## config.mk

```make
export PLATFORM = sky130hd
export DESIGN_NAME = zone_gesture_ctrl
export DESIGN_NICKNAME = d
export VERILOG_FILES = /design/src/rtl/zone_gesture_ctrl.sv
export SDC_FILE = /design/constraint.sdc
export NUM_CORES = 1
export LEC_CHECK = 0
export CAP_MARGIN = 20
export CORE_ASPECT_RATIO = 2
export CORE_MARGIN = 2
export CORE_UTILIZATION = 48
export CTS_CLUSTER_DIAMETER = 200
export DETAILED_ROUTE_END_ITERATION = 8
export PLACE_DENSITY = 0.73
export SLEW_MARGIN = 20
export SYNTH_ARGS = -nofsm -noshare
export SYNTH_HDL_FRONTEND = slang
export SYNTH_SLANG_ARGS = --single-unit
```

## constraint.sdc

```tcl
create_clock -name pclk -period 5.1 [get_ports pclk]
set_clock_uncertainty 0.1 [all_clocks]
set_input_delay 1.53 -clock pclk [delete_from_list [all_inputs] [get_ports pclk]]
set_output_delay 1.53 -clock pclk [all_outputs]
set_load 0.05 [all_outputs]
```

## src/rtl/zone_gesture_ctrl.sv

```systemverilog
// zone_gesture_ctrl: turns per-frame dominant-zone results into debounced
// LEFT/RIGHT/UP/DOWN swipe events delivered over a valid/ready handshake.
module zone_gesture_ctrl #(
   parameter int unsigned NX            = 8,
   parameter int unsigned NY            = 6,
   parameter int unsigned ZONES         = NX * NY,
   parameter int unsigned ZW            = 7,
   parameter int unsigned STABLE_FRAMES = 3,
   parameter int unsigned MOVE_TH       = 2,
   parameter int unsigned WINDOW_FRAMES = 8,
   parameter int unsigned COOL_FRAMES   = 4
) (
   input  logic          pclk,
   input  logic          rst_n,
   input  logic          en,
   input  logic          hand_sel,
   input  logic          frame_done,
   input  logic [ZW-1:0] blue_zone,
   input  logic [ZW-1:0] red_zone,
   output logic          evt_valid,
   output logic [2:0]    evt_code,
   input  logic          evt_ready,
   output logic [ZW-1:0] anchor_zone,
   output logic [2:0]    state
);

   localparam int unsigned GMAX = (NX > NY) ? NX : NY;
   localparam int unsigned DW   = $clog2(GMAX) + 1;
   localparam int unsigned SW   = $clog2(STABLE_FRAMES + 1);
   localparam int unsigned FW   = $clog2(WINDOW_FRAMES + 1);
   localparam int unsigned CW   = $clog2(COOL_FRAMES + 1);

   // All-ones is never a valid zone, so it doubles as the "no previous zone" marker.
   localparam logic [ZW-1:0] Z_NONE = '1;

   localparam logic [2:0] EVT_NONE  = 3'd0;
   localparam logic [2:0] EVT_LEFT  = 3'd1;
   localparam logic [2:0] EVT_RIGHT = 3'd2;
   localparam logic [2:0] EVT_UP    = 3'd3;
   localparam logic [2:0] EVT_DOWN  = 3'd4;

   typedef enum logic [2:0] {
      ST_IDLE  = 3'd0,
      ST_TRACK = 3'd1,
      ST_EMIT  = 3'd2,
      ST_COOL  = 3'd3
   } state_e;

   state_e        state_q,      state_d;
   logic [SW-1:0] stable_cnt_q, stable_cnt_d;
   logic [ZW-1:0] prev_z_q,     prev_z_d;
   logic [ZW-1:0] anchor_q,     anchor_d;
   logic [FW-1:0] frame_cnt_q,  frame_cnt_d;
   logic [CW-1:0] cool_cnt_q,   cool_cnt_d;
   logic          evt_valid_q,  evt_valid_d;
   logic [2:0]    evt_code_q,   evt_code_d;

   logic [ZW-1:0]        z_c;
   logic                 z_valid_c;
   logic signed [DW-1:0] dx_c, dy_c;
   logic [DW-1:0]        adx_c, ady_c;
   logic                 fire_c;
   logic [2:0]           fire_code_c;

   function automatic logic [DW-1:0] zone_col(input logic [ZW-1:0] zz);
      return DW'(32'(zz) % NX);
   endfunction

   function automatic logic [DW-1:0] zone_row(input logic [ZW-1:0] zz);
      return DW'(32'(zz) / NX);
   endfunction

   assign z_c       = hand_sel ? red_zone : blue_zone;
   assign z_valid_c = (32'(z_c) < ZONES);

   // Displacement of the tracked zone relative to the anchor, and its magnitude.
   always_comb begin
      dx_c  = $signed(zone_col(z_c)) - $signed(zone_col(anchor_q));
      dy_c  = $signed(zone_row(z_c)) - $signed(zone_row(anchor_q));
      adx_c = dx_c[DW-1] ? $unsigned(-dx_c) : $unsigned(dx_c);
      ady_c = dy_c[DW-1] ? $unsigned(-dy_c) : $unsigned(dy_c);
   end

   // Direction decode; horizontal wins a tie, invalid zones never fire.
   always_comb begin
      fire_c      = 1'b0;
      fire_code_c = EVT_NONE;
      if (z_valid_c && (adx_c >= DW'(MOVE_TH)) && (adx_c >= ady_c)) begin
         fire_c      = 1'b1;
         fire_code_c = dx_c[DW-1] ? EVT_LEFT : EVT_RIGHT;
      end else if (z_valid_c && (ady_c >= DW'(MOVE_TH))) begin
         fire_c      = 1'b1;
         fire_code_c = dy_c[DW-1] ? EVT_UP : EVT_DOWN;
      end
   end

   // State register and datapath flops.
   always_ff @(posedge pclk) begin
      if (!rst_n) begin
         state_q      <= ST_IDLE;
         stable_cnt_q <= '0;
         prev_z_q     <= Z_NONE;
         anchor_q     <= '0;
         frame_cnt_q  <= '0;
         cool_cnt_q   <= '0;
         evt_valid_q  <= 1'b0;
         evt_code_q   <= EVT_NONE;
      end else begin
         state_q      <= state_d;
         stable_cnt_q <= stable_cnt_d;
         prev_z_q     <= prev_z_d;
         anchor_q     <= anchor_d;
         frame_cnt_q  <= frame_cnt_d;
         cool_cnt_q   <= cool_cnt_d;
         evt_valid_q  <= evt_valid_d;
         evt_code_q   <= evt_code_d;
      end
   end

   // Next-state and counter update.
   always_comb begin
      state_d      = state_q;
      stable_cnt_d = stable_cnt_q;
      prev_z_d     = prev_z_q;
      anchor_d     = anchor_q;
      frame_cnt_d  = frame_cnt_q;
      cool_cnt_d   = cool_cnt_q;

      unique case (state_q)
         ST_IDLE: begin
            if (!en) begin
               stable_cnt_d = '0;
            end else if (frame_done) begin
               if (!z_valid_c) begin
                  stable_cnt_d = '0;
               end else if (z_c == prev_z_q) begin
                  if (stable_cnt_q != SW'(STABLE_FRAMES)) begin
                     stable_cnt_d = stable_cnt_q + SW'(1);
                  end
               end else begin
                  stable_cnt_d = SW'(1);
               end
               prev_z_d = z_c;
               if (z_valid_c && (stable_cnt_d == SW'(STABLE_FRAMES))) begin
                  anchor_d    = z_c;
                  frame_cnt_d = '0;
                  state_d     = ST_TRACK;
               end
            end
         end

         ST_TRACK: begin
            if (!en) begin
               stable_cnt_d = '0;
               state_d      = ST_IDLE;
            end else if (frame_done) begin
               frame_cnt_d = frame_cnt_q + FW'(1);
               if (fire_c) begin
                  state_d = ST_EMIT;
               end else if (frame_cnt_d == FW'(WINDOW_FRAMES)) begin
                  stable_cnt_d = '0;
                  state_d      = ST_IDLE;
               end
            end
         end

         // Pending event survives en low and frame strobes until accepted.
         ST_EMIT: begin
            if (evt_valid_q && evt_ready) begin
               cool_cnt_d = '0;
               state_d    = ST_COOL;
            end
         end

         ST_COOL: begin
            if (!en) begin
               stable_cnt_d = '0;
               state_d      = ST_IDLE;
            end else if (frame_done) begin
               cool_cnt_d = cool_cnt_q + CW'(1);
               if (cool_cnt_d == CW'(COOL_FRAMES)) begin
                  stable_cnt_d = '0;
                  prev_z_d     = Z_NONE;
                  state_d      = ST_IDLE;
               end
            end
         end

         default: begin
            state_d = ST_IDLE;
         end
      endcase
   end

   // Event outputs: code latched on entry to EMIT, held until the handshake completes.
   always_comb begin
      evt_valid_d = 1'b0;
      evt_code_d  = EVT_NONE;
      if (state_d == ST_EMIT) begin
         evt_valid_d = 1'b1;
         evt_code_d  = (state_q == ST_EMIT) ? evt_code_q : fire_code_c;
      end
   end

   assign evt_valid   = evt_valid_q;
   assign evt_code    = evt_code_q;
   assign anchor_zone = anchor_q;
   assign state       = state_q;

endmodule

```

## Yosys cells after proc, flatten, opt, wreduce, memory -nomap -nowiden

Cells that the tools add are included.

| storage, ports and cells | value |
|---|---|
| register bits | 30 |
| bits in latches | 0 |
| RAM bits | 0 |
| bits in read-only memories | 0 |
| input port bits | 20 |
| memories kept | 0 |

| cells by class | value |
|---|---|
| $add $sub $neg | 7 |
| multiply operators | 0 |
| divide/modulo/power cells | 0 |
| magnitude comparators | 4 |
| equal/unequal tests | 24 |
| shift-type cells | 0 |
| muxes and demuxes | 54 |
| bitwise gates (word level) | 0 |
| reductions and logical operators | 16 |

Operators with widths:

| kind | count |
|---|---|
| $mux W3 | 17 |
| $mux W7 | 6 |
| $mux W2 | 16 |
| $mux W4 | 7 |
| $ne A2 B2 Y1 const B | 10 |
| $ne A3 B3 Y1 const B | 6 |
| $pmux W7 S2 | 1 |
| $pmux W3 S4 | 1 |
| $reduce_and A6 Y1 | 2 |
| $eq A3 B2 Y1 const B | 3 |
| $ge A4 B2 Y1 const B | 2 |
| $neg A4 Y4 | 2 |
| $pmux W4 S2 | 1 |
| $reduce_and A4 Y1 | 2 |
| $eq A7 B7 Y1 | 1 |
| $lt A7 B6 Y1 const B | 1 |
| $reduce_and A7 Y1 | 1 |
| $pmux W2 S3 | 1 |
| $pmux W3 S2 | 1 |
| $reduce_bool A2 Y1 | 3 |
| $logic_and A1 B1 Y1 | 5 |
| $add A4 B1 Y4 const B | 1 |
| $eq A4 B4 Y1 const B | 1 |
| $ge A4 B4 Y1 | 1 |
| other kinds (11) | 13 |

## Depth between registers and ports, before layout

Gate-level depths: netlist of run 1.

| logic depth | value |
|---|---|
| depth after elaboration | 15 |
| depth in mapped cells | 17 |

## Worst setup path after synthesis of run 1

Ideal clock, no wire load.

| timing | value |
|---|---|
| path kind | input -> register |
| from | input hand_sel |
| to | register evt_code_q[0], in the netlist evt_code[0] |
| library setup time | 0.120 ns |
| data arrival time | 4.700 ns |
| required time | 4.880 ns |
| setup slack | 0.181 ns |
| stages | 15 |
| buffers on the path | 1 |
| cells stage by stage | buf_6 > mux2i_1 > ha_1 > inv_1 > fa_1 > inv_1 > ha_1 > or3b_1 > o31ai_1 > xor2_1 > o32a_1 > a22oi_2 > o21bai_4 > nor4b_1 > o31a_1 |

| between the ends | value |
|---|---|
| word-level cells in the longest chain between the ends | 15 |

Ends and longest elaborated chain:

| element | line | source |
|---|---|---|
| start, declared | 16 | `input logic hand_sel,` |
| $mux W7 (*) | 73 | `assign z_c = hand_sel ? red_zone : blue_zone;` |
| parallel branches: the longest is 14 deep, another holds $sub A4 B4 Y4 | -- |  |
| end signal, assigned | 116 | `evt_code_q <= evt_code_d;` |
| end, declared | 56 | `logic [2:0] evt_code_q, evt_code_d;` |

Every way passes the cells marked *. The select of a mux whose other input is x is not followed.
A chain may end at the register's enable or synchronous reset.

## Worst setup path in the final report of run 1

| timing | value |
|---|---|
| from | input red_zone[0] |
| to | register stable_cnt_q[0] |

| between the ends | value |
|---|---|
| word-level cells in the longest chain between the ends | 10 |

Ends and longest elaborated chain:

| element | line | source |
|---|---|---|
| start, declared | 19 | `input logic [ZW-1:0] red_zone,` |
| $mux W7 (*) | 73 |  |
| $sub A3 B3 Y4 / $eq A7 B7 Y1 (equally long branches) | 78, 136 |  |
| $neg A4 Y4 / $mux W2 (equally long branches) | 80, 136 |  |
| $mux W4 / $mux W2 (equally long branches) | 80, 134 |  |
| $ge A4 B2 Y1 / $mux W2 (equally long branches) | 88, 133 |  |
| $logic_and A1 B1 Y1 / $mux W2 (equally long branches) | 88, 131 |  |
| $logic_and A1 B1 Y1 / $mux W2 (equally long branches) | 88, 129 |  |
| $mux W1 / $mux W2 (equally long branches) | 88, 133 |  |
| $ne A3 B3 Y1 (no line) / $mux W2 (equally long branches) | -- |  |
| $reduce_and A7 Y1 (no line) / $pmux W2 S3 (equally long branches) | -- |  |
| end signal, assigned | 110 | `stable_cnt_q <= stable_cnt_d;` |
| end, declared | 50 | `logic [SW-1:0] stable_cnt_q, stable_cnt_d;` |

Every way passes the cells marked *; elsewhere a longest branch is shown, timed or not. The select of a mux whose other input is x is not followed.

==> reports/metrics.csv, run 1 <==
metric,value,unit
viasPerCell,5.45,
wl,5130,um
final_antenna_net_count,0,
hp-class,flop to flop,
clkSlewWorstSetupHoldPaths,60,ps
worstPathArrival,4880,ps
min_period,4810,ps
routedWlPerCell,13.9,um
grt_first_pass_wirelength,8850,um
post_synth_num_cell_types,52,
mostFrequentLayoutCells,"clkdlybuf4s50_1 (32), dfxtp_1 (30), nand2_1 (26), buf_4 (26)",
areaGrowthSynthToFinish,32.3,%
max_slew_margin,26.7,%
crit_required,5170,ps
antenna_found_initial,0,
placed_cells,362,
grt_max_degree,26,
grt_pass1_vias,2058,
cts_resized,2,
cts_tree,built,
firstDrtPassIters,4,
timing.final.crit_share,94.4,%
dieHeight,97.6,um
status,"finished, final reports clean",
setup_viol,0,
slew_viol_final,0,
finalSetupTns,0,ps
fin_cells,370,
synthCells,255,
num_vias,2016,
hpwl,3990,um
die-area,4960,sq um
critPathCaptureType,flop,
r2r_end,stable_cnt_q[0]$_SDFFE_PN0P_,
hold_violations,0,
powerDensity,218,nW/um^2
synth_fp_nets,290,
synth_edf_count,0,
initialDrtViolationCount,50,
insertion_delay,290,ps
synthArstFlopShare,0,%
cts_hold_buf,0,
die_w,50.8,um
htreeDepth,2,
synth-seq-cells,30,
cts_made_buffers,5,
seq_area_frac_synth,28.5,%
drive_gt1_share,15.8,%
fp-row-count,34,
drc,0,
start_util,49.0,%
num_io_pins,34,
vdd_drop_max,0.164,mV
reg2reg_slack,1760,ps
diodes,0,
fin_total_pwr,0.606,mW
fp.coreArea,4300,sq um
avgSynthCellArea,8.25,sq um
rsz0062_at_grt,no,
layout.nets,350,
crit_path_start_kind,primary input,
cts_max_path_buffers,2,
postCtsSetupBuffers,0,
r2r-start,anchor_zone[0]$_SDFFE_PN0P_,
cap_violations,0,
grtUsageTotal,23.2,%
root_buffer,clkbuf_8,
final_common_cell,clkdlybuf4s50_1,
worst_slew_pin_slew,1090,ps
p_leak,1.20,nW
gp_congestion,0.852,
timing.hold.ws,370,ps
yosysWarningCount,0,
syn_area,2100,sq um
finalCoreUtilization,64.8,%
port_buffers,33,
cts_sinks,30,
synthFlopType,dfxtp_1,
fmax,208,MHz
whs_path_depth,2,
reg2regPathDepth,14,
path_max_fanout,5,
hold_end,stable_cnt_q[0]$_SDFFE_PN0P_,
crit_type,primary input to flop,
hold_start,stable_cnt_q[0]$_SDFFE_PN0P_,
overflow,0,
[cell type report]
cell class / instances / area, sq um
tap: 54 / 67.6
clock buffer: 7 / 86.3
multi-input combinational: 199 / 1430
clock inverter: 1 / 5.00
timing repair buffer: 59 / 524
inverter: 20 / 75.1
fill: 403 / 1510
sequential: 30 / 601
[per-layer routing]
metal / GRT usage [%] / part of all wire (%) / vias to the layer above
met5: 0 / 0 / -
met4: 12.7 / 3.8 / 0
met3: 3.08 / 2.7 / 15
met2: 43.6 / 57 / 40
met1: 23.1 / 37 / 947
li1: - / - / 1014
[kinds of logic (layout without fill, tap and decap cells)]
| group | Yosys count | after routing | share of synthesized area (%) |
|---|---|---|---|
| AOI/OAI and AO/OA | 59 | 59 | 19.3 |
| xor gates and xnor gates | 15 | 15 | 6.96 |
| muxes | 10 | 10 | 5.35 |
| adders and majority gates | 15 | 15 | 9.63 |
| buffers and inverters | 26 | 87 | 4.99 |
| other | 1 | 1 | 0.178 |
| DFF | 30 | 30 | 28.5 |
| and+or+nand+nor | 99 | 99 | 25.1 |
[per-stage QoR]
step           setup WS (ps)  instance area (sq um)
6_report                 286                   2790
5_1_grt                 12.3                   2790
4_1_cts                  265                   2760
3_5_place_dp            -379                   2670
3_3_place_gp            -265                   2670
2_1_floorplan            181                   2100
[state kept, by name, indices dropped and copies added, names as in the netlist]
signal and flops:
anchor_zone 7, cool_cnt_q 3, evt_code 3, evt_valid 1, frame_cnt_q 4, prev_z_q 7
stable_cnt_q 2, state 3
[where the power goes]
group | internal, mW | switching [mW] | total [mW] | leakage, nW
Combinational | 0.0850 | 0.0781 | 0.163 | 0.905
Clock | 0.109 | 0.0951 | 0.204 | 0.0482
Sequential | 0.237 | 0.00205 | 0.239 | 0.243
[how the worst max path moves through the flow]
stage	to	startpoint	slack (ps)
3_5_place_dp	evt_code[1]$_SDFFE_PN0N_	hand_sel	-380
5_1_grt	stable_cnt_q[1]$_SDFFE_PN0P_	hand_sel	10
4_1_cts	evt_code[1]$_SDFFE_PN0N_	hand_sel	270
3_3_place_gp	evt_code[0]$_SDFFE_PN0N_	hand_sel	-270
6_report	stable_cnt_q[0]$_SDFFE_PN0P_	red_zone[0]	290
2_1_floorplan	evt_code[0]$_SDFFE_PN0N_	hand_sel	180
[worst max-delay path, cell delays in order]
cell,delay (ps)
clkdlybuf4s50_1,390
mux2i_1,190
ha_1,210
inv_1,60
fa_1,500
inv_1,60
ha_1,180
or3b_1,370
o31ai_2,240
xor2_1,130
o32a_1,190
a22oi_2,240
o21bai_4,100
buf_4,150
a22o_2,220
mux2i_1,110
[synthesized netlist by cell type, types with 2 or more instances]
cell	n	area share [%]
or3_1	2	0.59
xnor2_1	10	4.2
a311oi_1	2	0.83
xnor2_2	2	1.5
ha_1	13	7.7
nand4_1	3	0.89
o211a_1	4	1.9
nand2_1	26	4.6
inv_1	20	3.6
nand3_1	19	4.5
o21ai_0	20	4.8
nor2_1	9	1.6
clkbuf_1	5	0.89
a31oi_1	4	1.2
nor2b_1	9	2.7
o31ai_1	2	0.71
and3_1	3	0.89
fa_1	2	1.9
and2_2	2	0.71
dfxtp_1	30	29
o21a_1	2	0.71
a21boi_0	4	1.4
a21oi_1	8	1.9
nor3b_1	3	1.1
and2_1	9	2.7
nor3_1	5	1.2
o31a_1	2	0.83
mux2i_1	9	4.3
xor2_1	3	1.2
Note: power is estimated with default switching activity, not from simulation.
==> inputs of run 2 (changes only) <==
Settings changed: CORE_UTILIZATION 48 to 57, CTS_CLUSTER_DIAMETER 200 to 30, DONT_BUFFER_PORTS from default to 1, PLACE_DENSITY 0.73 to 0.72.
==> reports/metrics.csv, run 2 (synthesis results as in run 1) <==
metric,value,unit
viasPerCell,5.91,
root_buffer,clkbuf_8,
cts_max_path_buffers,2,
cts_made_buffers,5,
gp_congestion,0.905,
p_leak,0.972,nW
slew_viol_final,0,
switching_power,0.152,mW
drc,0,
cts_resized,0,
cap_violations,0,
firstDrtPassIters,4,
num_io_pins,34,
fmax,217,MHz
crit_path_start_kind,primary input,
setup_viol,0,
hp-class,flop to flop,
power.clock.fraction,36.0,%
finalCoreUtilization,63.9,%
initialDrtViolationCount,41,
comb_power_share,20.1,%
p_sw_share,27.7,%
powerDensity,240,nW/um^2
wl,4610,um
overflow,0,
cts_hold_buf,0,
die_w,47.0,um
port_buffers,0,
p_int,0.396,mW
htreeDepth,2,
cts_tree,built,
crit_type,primary input to flop,
final_common_cell,dfxtp_1,
whs_path_depth,2,
status,"finished, final reports clean",
grt_first_pass_wirelength,7820,um
rsz0062_at_grt,no,
fin_total_pwr,0.548,mW
drive_gt1_share,10.2,%
path_max_fanout,9,
hold_violations,0,
routedWlPerCell,14.7,um
timing.final.crit_share,90.5,%
fp-row-count,31,
start_util,59.0,%
layout.nets,298,
grtUsageTotal,25.0,%
hpwl,3640,um
mostFrequentLayoutCells,"dfxtp_1 (30), nand2_1 (26), inv_1 (20), o21ai_0 (20), nand3_1 (19)",
critPathCaptureType,flop,
postCtsSetupBuffers,0,
place_ws,187,ps
clkSlewWorstSetupHoldPaths,60,ps
dieHeight,89.9,um
antenna_found_initial,0,
power_frac_seq,44.0,%
reg2regPathDepth,13,
diodes,0,
fin_ws,482,ps
worst_slew_pin_slew,911,ps
grt_pass1_vias,1807,
areaGrowthSynthToFinish,8.32,%
num_vias,1849,
crit_required,5230,ps
grt_max_degree,26,
finalSetupTns,0,ps
fp.coreArea,3570,sq um
worstPathArrival,4750,ps
min_period,4620,ps
insertion_delay,280,ps
max_slew_margin,38.8,%
die-area,4220,sq um
vdd_drop_max,0.163,mV
timing.hold.ws,378,ps
cts_sinks,30,
final_antenna_net_count,0,
run 2: path summary, 6_finish.rpt:
| check | startpoint | slack [ps] | to |
|---|---|---|---|
| max | hand_sel | 480 | evt_code[0]$_SDFFE_PN0N_ |
| min reg2reg | stable_cnt_q[0]$_SDFFE_PN0P_ | 380 | stable_cnt_q[0]$_SDFFE_PN0P_ |
| min | stable_cnt_q[0]$_SDFFE_PN0P_ | 380 | stable_cnt_q[0]$_SDFFE_PN0P_ |
| max reg2reg | anchor_zone[0]$_SDFFE_PN0P_ | 1220 | evt_code[0]$_SDFFE_PN0N_ |
run 2: per-layer routing:
metal  global-route usage, %  share of wire, %  vias to the layer above  wire length, um
met3                    5.62               5.5                       16              253
met1                    25.6                37                      862             1690
met4                    11.3               3.6                        0              168
met2                    43.9                54                       55             2500
li1                        -                 -                      916                -
met5                       0                 0                        -                0
run 2: final cells by class:
type                       instances  area (sq um)
sequential                        30           601
clock inverter                     1          5.00
clock buffer                       7          86.3
timing repair buffer               7          52.6
multi-input combinational        199          1400
tap                               49          61.3
fill                             352          1290
inverter                          20          75.1
run 2: critical path: stages:
cell	delay, ps
mux2i_1	220
ha_1	220
inv_1	60
fa_1	540
inv_1	70
ha_1	230
or3b_1	370
o31ai_1	250
xor2_1	250
o32a_1	190
a22oi_2	80
o21bai_4	180
nor4b_1	350
o31a_1	190
run 2: power by group through the flow:
stage          clock network [mW]  logic (mW)  registers [mW]
3_3_place_gp                    0       0.107           0.246
3_5_place_dp                    0       0.109           0.246
4_1_cts                     0.204       0.110           0.241
6_report                    0.197       0.110           0.241
2_1_floorplan                   0      0.0888           0.245
5_1_grt                     0.214       0.123           0.241
run 2: stage by stage:
| stage | area, sq um | cells |
|---|---|---|
| detailed placement | 2190 | 305 |
| CTS | 2280 | 313 |
| global placement | 2190 | 305 |
| global route | 2280 | 313 |
| finish | 2280 | 313 |
| floorplan | 2100 | 255 |
